===== src/rtl/dmem_arb_pkg.sv =====
// Shared types for the data-memory port arbiter.
// State encodings and default memory widths.
package dmem_arb_pkg;

  localparam int DMEM_ADDR_W = 32;
  localparam int DMEM_LINE_W = 256;

  typedef enum logic [1:0] {
    ST_IDLE = 2'd0,
    ST_GNT0 = 2'd1,
    ST_GNT1 = 2'd2
  } arb_st_e;

endpackage


===== src/rtl/dmem_port_arbiter_rr_pick2.sv =====
// Two-way requester pick for the dmem arbiter.
// Round-robin against the last grant, or fixed port-0 priority.
module rr_pick2 (
  input  logic [1:0] req,
  input  logic       last,
  input  logic       rr_en,
  output logic       gnt_valid,
  output logic       gnt_id
);

  // pick the winner among the current requests
  always_comb begin
    gnt_valid = |req;
    gnt_id    = 1'b0;
    unique case (req)
      2'b11:   gnt_id = rr_en ? ~last : 1'b0;
      2'b10:   gnt_id = 1'b1;
      default: gnt_id = 1'b0;
    endcase
  end

endmodule


===== src/rtl/dmem_port_arbiter.sv =====
// Shares the line-wide data memory port between dcache and icache.
// One grant per transaction, ack routed only to the granted port.
module dmem_port_arbiter
  import dmem_arb_pkg::*;
#(
  parameter int ADDR_W      = DMEM_ADDR_W,
  parameter int LINE_W      = DMEM_LINE_W,
  parameter int RR_EN       = 1,
  parameter int TIMEOUT_CYC = 0
) (
  input  logic              clk_i,
  input  logic              rst_i,
  input  logic              m0_enable_i,
  input  logic              m0_write_i,
  input  logic [ADDR_W-1:0] m0_addr_i,
  input  logic [LINE_W-1:0] m0_data_i,
  output logic              m0_ack_o,
  input  logic              m1_enable_i,
  input  logic              m1_write_i,
  input  logic [ADDR_W-1:0] m1_addr_i,
  input  logic [LINE_W-1:0] m1_data_i,
  output logic              m1_ack_o,
  output logic [LINE_W-1:0] m_data_o,
  output logic              mem_enable_o,
  output logic              mem_write_o,
  output logic [ADDR_W-1:0] mem_addr_o,
  output logic [LINE_W-1:0] mem_data_o,
  input  logic [LINE_W-1:0] mem_data_i,
  input  logic              mem_ack_i,
  output logic              timeout_o
);

  localparam bit         TO_EN   = (TIMEOUT_CYC > 0);
  localparam logic [7:0] TO_LAST = 8'(TIMEOUT_CYC - 1);

  arb_st_e    state_q, state_d;
  logic       last_q, last_d;
  logic [7:0] cnt_q, cnt_d;
  logic       to_q, to_d;
  logic       gnt_valid, gnt_id;
  logic       sel1, expired;

  rr_pick2 u_pick (
    .req       ({m1_enable_i, m0_enable_i}),
    .last      (last_q),
    .rr_en     (RR_EN != 0),
    .gnt_valid (gnt_valid),
    .gnt_id    (gnt_id)
  );

  assign m_data_o  = mem_data_i;
  assign timeout_o = to_q;

  // state, last-grant, watchdog and sticky timeout registers
  always_ff @(posedge clk_i or negedge rst_i) begin
    if (!rst_i) begin
      state_q <= ST_IDLE;
      last_q  <= 1'b1;
      cnt_q   <= '0;
      to_q    <= 1'b0;
    end else begin
      state_q <= state_d;
      last_q  <= last_d;
      cnt_q   <= cnt_d;
      to_q    <= to_d;
    end
  end

  // next state and memory-side mux of the granted port
  always_comb begin
    state_d      = state_q;
    last_d       = last_q;
    cnt_d        = cnt_q;
    to_d         = to_q;
    mem_enable_o = 1'b0;
    mem_write_o  = 1'b0;
    mem_addr_o   = '0;
    mem_data_o   = '0;
    m0_ack_o     = 1'b0;
    m1_ack_o     = 1'b0;
    sel1         = (state_q == ST_GNT1);
    expired      = TO_EN && (cnt_q == TO_LAST);
    unique case (state_q)
      ST_IDLE: begin
        if (gnt_valid) begin
          state_d = gnt_id ? ST_GNT1 : ST_GNT0;
          last_d  = gnt_id;
          cnt_d   = '0;
        end
      end
      ST_GNT0, ST_GNT1: begin
        mem_enable_o = 1'b1;
        mem_write_o  = sel1 ? m1_write_i : m0_write_i;
        mem_addr_o   = sel1 ? m1_addr_i : m0_addr_i;
        mem_data_o   = sel1 ? m1_data_i : m0_data_i;
        m0_ack_o     = mem_ack_i & ~sel1;
        m1_ack_o     = mem_ack_i & sel1;
        if (mem_ack_i) begin
          state_d = ST_IDLE;
        end else if (expired) begin
          state_d = ST_IDLE;
          to_d    = 1'b1;
        end else begin
          cnt_d = cnt_q + 8'd1;
        end
      end
      default: state_d = ST_IDLE;
    endcase
  end

endmodule


===== config.mk =====
export PLATFORM = sky130hd
export DESIGN_NAME = dmem_port_arbiter
export DESIGN_NICKNAME = d
export VERILOG_FILES = /design/src/rtl/dmem_arb_pkg.sv /design/src/rtl/dmem_port_arbiter_rr_pick2.sv /design/src/rtl/dmem_port_arbiter.sv
export SDC_FILE = /design/constraint.sdc
export NUM_CORES = 1
export LEC_CHECK = 0
export ABC_AREA = 1
export BUFFER_PORTS_ARGS = -buffer_cell sky130_fd_sc_hd__buf_2
export CAP_MARGIN = 20
export CORE_AREA = 5 5 539 541
export CTS_BUF_LIST = sky130_fd_sc_hd__clkbuf_8
export DETAILED_ROUTE_END_ITERATION = 6
export DIE_AREA = 0 0 544 546
export PLACE_DENSITY = 0.3
export SYNTH_ARGS = -nofsm -noshare
export SYNTH_HDL_FRONTEND = slang
export SYNTH_SLANG_ARGS = --single-unit

===== constraint.sdc =====
create_clock -name clk_i -period 1.6 [get_ports clk_i]
set_clock_uncertainty 0.15 [all_clocks]
set_input_delay 0.24 -clock clk_i [delete_from_list [all_inputs] [get_ports clk_i]]
set_output_delay 0.24 -clock clk_i [all_outputs]
set_load 0.01 [all_outputs]

==> flow_summary.yaml <==
finish:
  drive_gt1_share_pct: 80.3
  fillers: 33700
  synthToLayoutAreaGrowth_pct: 242
  fin_util_pct: 7.49
  instances_no_fill: 5864
  fin_nets: 2918
  multi_input_area_sq_um: 6360
  seq_area_sq_um: 77.6
timing:
  grt_setup_unrepaired: "true"
  setup_viol: 292
  timing.final.hold_violations: 0
  relSlewSlack_pct: 60.6
  max_freq_ghz: 0.398
  period_minus_slack_ns: 2.51
  slew_viol_final: 0
  finalCritPeriodShare_pct: 157
  fin_ws_ns: -0.911
  worst_pin_slew_ns: 0.585
drt:
  ant_nets: 0
  viasPerCell: 2.21
  via_count: 12900
  routedWlPerCell_um: 29.4
  firstDrtPassIters: 4
  drt-total-wl_um: 173000
  drc: 0
  drtIter0Drc: 932
placed_design:
  place_inst: 5697
  gp_congestion: 0.929
  dpl.hpwl_um: 156000
  port_buffers: 874
grt:
  track_usage_pct: 10.8
  antenna_found_initial: 147
  grt_pass1_vias: 12800
  overflow: 0
  grt_pass1_wl_um: 199000
  grt_max_degree: 29
die:
  die_h_um: 546
  die_w_um: 544
  core_sq_um: 284000
  dieArea_sq_um: 297000
  boundaryPins: 1388
  start_util_pct: 2.19
  rows: 196
cts:
  cts_buffers: 3
  cts_root_buf: "clkbuf_8"
  cts.sinks: 3
  clockBufferDepth: 2
  clk_latency_ns: 0.22
  cts_tree: "done"
  htree_num_levels: 1
  clkTransAtPathRegs_ns: 0.03
yosys:
  avgSynthCellArea_sq_um: 4.98
  syn_area_sq_um: 6220
  ys_types: 17
  yosys.area.top_type: "nor2_1"
  yosysWarnings: 0
  synth_area_leaders: "nor2_1, buf_4, o21ai_0, clkbuf_1, buf_2"
  synth.yosys.seq_area_share_pct: 1.23
  syn_inst: 1249
  syn-num-nets: 2090
  synth-seq-cells: 3
  synth.top_cell.area_share_pct: 35.1
setup_path:
  crit_start: "state_q[0]$_DFFE_PN0P_"
  required_ns: 1.21
  crit_type: "reg2out"
  worstSetupStartpointType: "register"
  cp-end-kind: "output pin"
  cp.arrival_ns: 2.12
  path_max_fanout: 7
  timing.rr.start: "state_q[0]$_DFFE_PN0P_"
pwr:
  peakVddDrop_mv: 0.600
  pwr_density_cell_nw_per_um2: 2130
  leakage_uw: 0.00821
hold_path:
  min_path_type: "in2reg"
  min_from: "m1_enable_i"
outcome:
  status: "finished with violations"
  violations: "negative setup slack"
flow_run:
  cap_violations: 0
per-layer routing:
layer	vias to the layer above	share of wire (%)	track usage, %
met3	616	18	8.43
met2	960	43	16.8
met1	5841	33	11.0
li1	5423	-	-
met4	102	5.0	3.97
met5	-	0.39	0.0487
layout make-up:
type | instances | area share [%]
repair buffers | 1175 | 47.0
multi-input cells | 888 | 29.8
well taps | 3762 | 22.1
flip-flops and latches | 3 | 0.364
diodes | 26 | 0.306
clock buffers | 3 | 0.194
inverters | 6 | 0.165
clock inverters | 1 | 0.0176
flip-flops by register name, summed over array words and instances, names as in the netlist:
signal and cells:
state_q 2, last_q 1
metrics by stage:
stage	hold WS, ns	setup TNS [ns]	total power (uW)	setup slack [ns]	area (sq um)
after floorplan	-0.206	-20.59	10600	-0.0919	6500
after global placement	-0.0948	-195.66	30900	-1.70	15200
after detailed placement	-0.0921	-182.86	30800	-1.52	15300
after CTS	0.157	-248.56	41200	-1.01	18800
after global routing	0.173	-249.48	48800	-0.992	21300
final	0.156	-224.28	45400	-0.911	21300
cell families (layout without fill, tap and decap cells):
family,Yosys count,in the layout,share of synthesized area (%)
fa+ha+maj,2,2,0.402
flops,3,3,1.23
buf+inv,358,1185,39.0
compound gates,291,291,23.4
other cells,1,27,0.0603
simple gates,594,594,35.9
final timing paths:
path,slack (ns),to,cells after the start
max in group asynchronous,0.74,last_q$_DFFE_PN1P_,2
max reg2reg,0.12,state_q[0]$_DFFE_PN0P_,7
min in group asynchronous,0.36,state_q[0]$_DFFE_PN0P_,2
min,0.16,last_q$_DFFE_PN1P_,3
min reg2reg,0.36,last_q$_DFFE_PN1P_,2
max,-0.91,mem_data_o[144],9
where the power goes:
part	total, uW	internal [uW]	switching [uW]
sequential	152	121	31.4
clock	216	163	52.3
combinational	45000	20400	24600
synth_stat cells:
library cell,n
nor2_1,581
o21ai_0,291
buf_4,269
clkbuf_1,48
buf_2,18
clkbuf_2,12
nand2_1,11
inv_1,5
buf_6,4
dfrtp_1,2
ha_1,2
buf_1,1
conb_1,1
dfstp_2,1
inv_6,1
nand3_1,1
nand4_1,1
cell usage in the layout, fill, tap and decap left out, types with 2 or more instances in the layout:
cell	Yosys	routed
o21ai_2	0	87
inv_2	0	2
clkbuf_8	0	3
nor2_1	581	214
buf_2	18	719
buf_12	0	89
nor2_4	0	208
diode_2	0	26
ha_4	0	2
o21ai_1	0	85
inv_1	5	4
clkbuf_16	0	15
buf_6	4	157
buf_4	269	117
nor2_2	0	159
buf_8	0	42
buf_16	0	34
nand2_1	11	11
o21ai_4	0	29
o21ai_0	291	90
worst max-delay path, cell delays in order, from the launching register on:
cell and delay (ns):
dfrtp_1 0.38, inv_2 0.09, ha_4 0.21, clkinv_8 0.07, buf_16 0.13, buf_16 0.19
buf_16 0.18, nor2_2 0.07, nor2_4 0.32, buf_6 0.17
repair_timing:
item / CTS / global route
endpoints found under the setup margin: 292 / 292
buffers inserted: 55 / 65
hold endpoints to repair: 3 / 0
cloned: 28 / 16
hold buffers: 1 / 0
pin swaps: 92 / 105
gates resized for setup: 673 / 603
No activity file was read; power rests on OpenSTA's default activity.
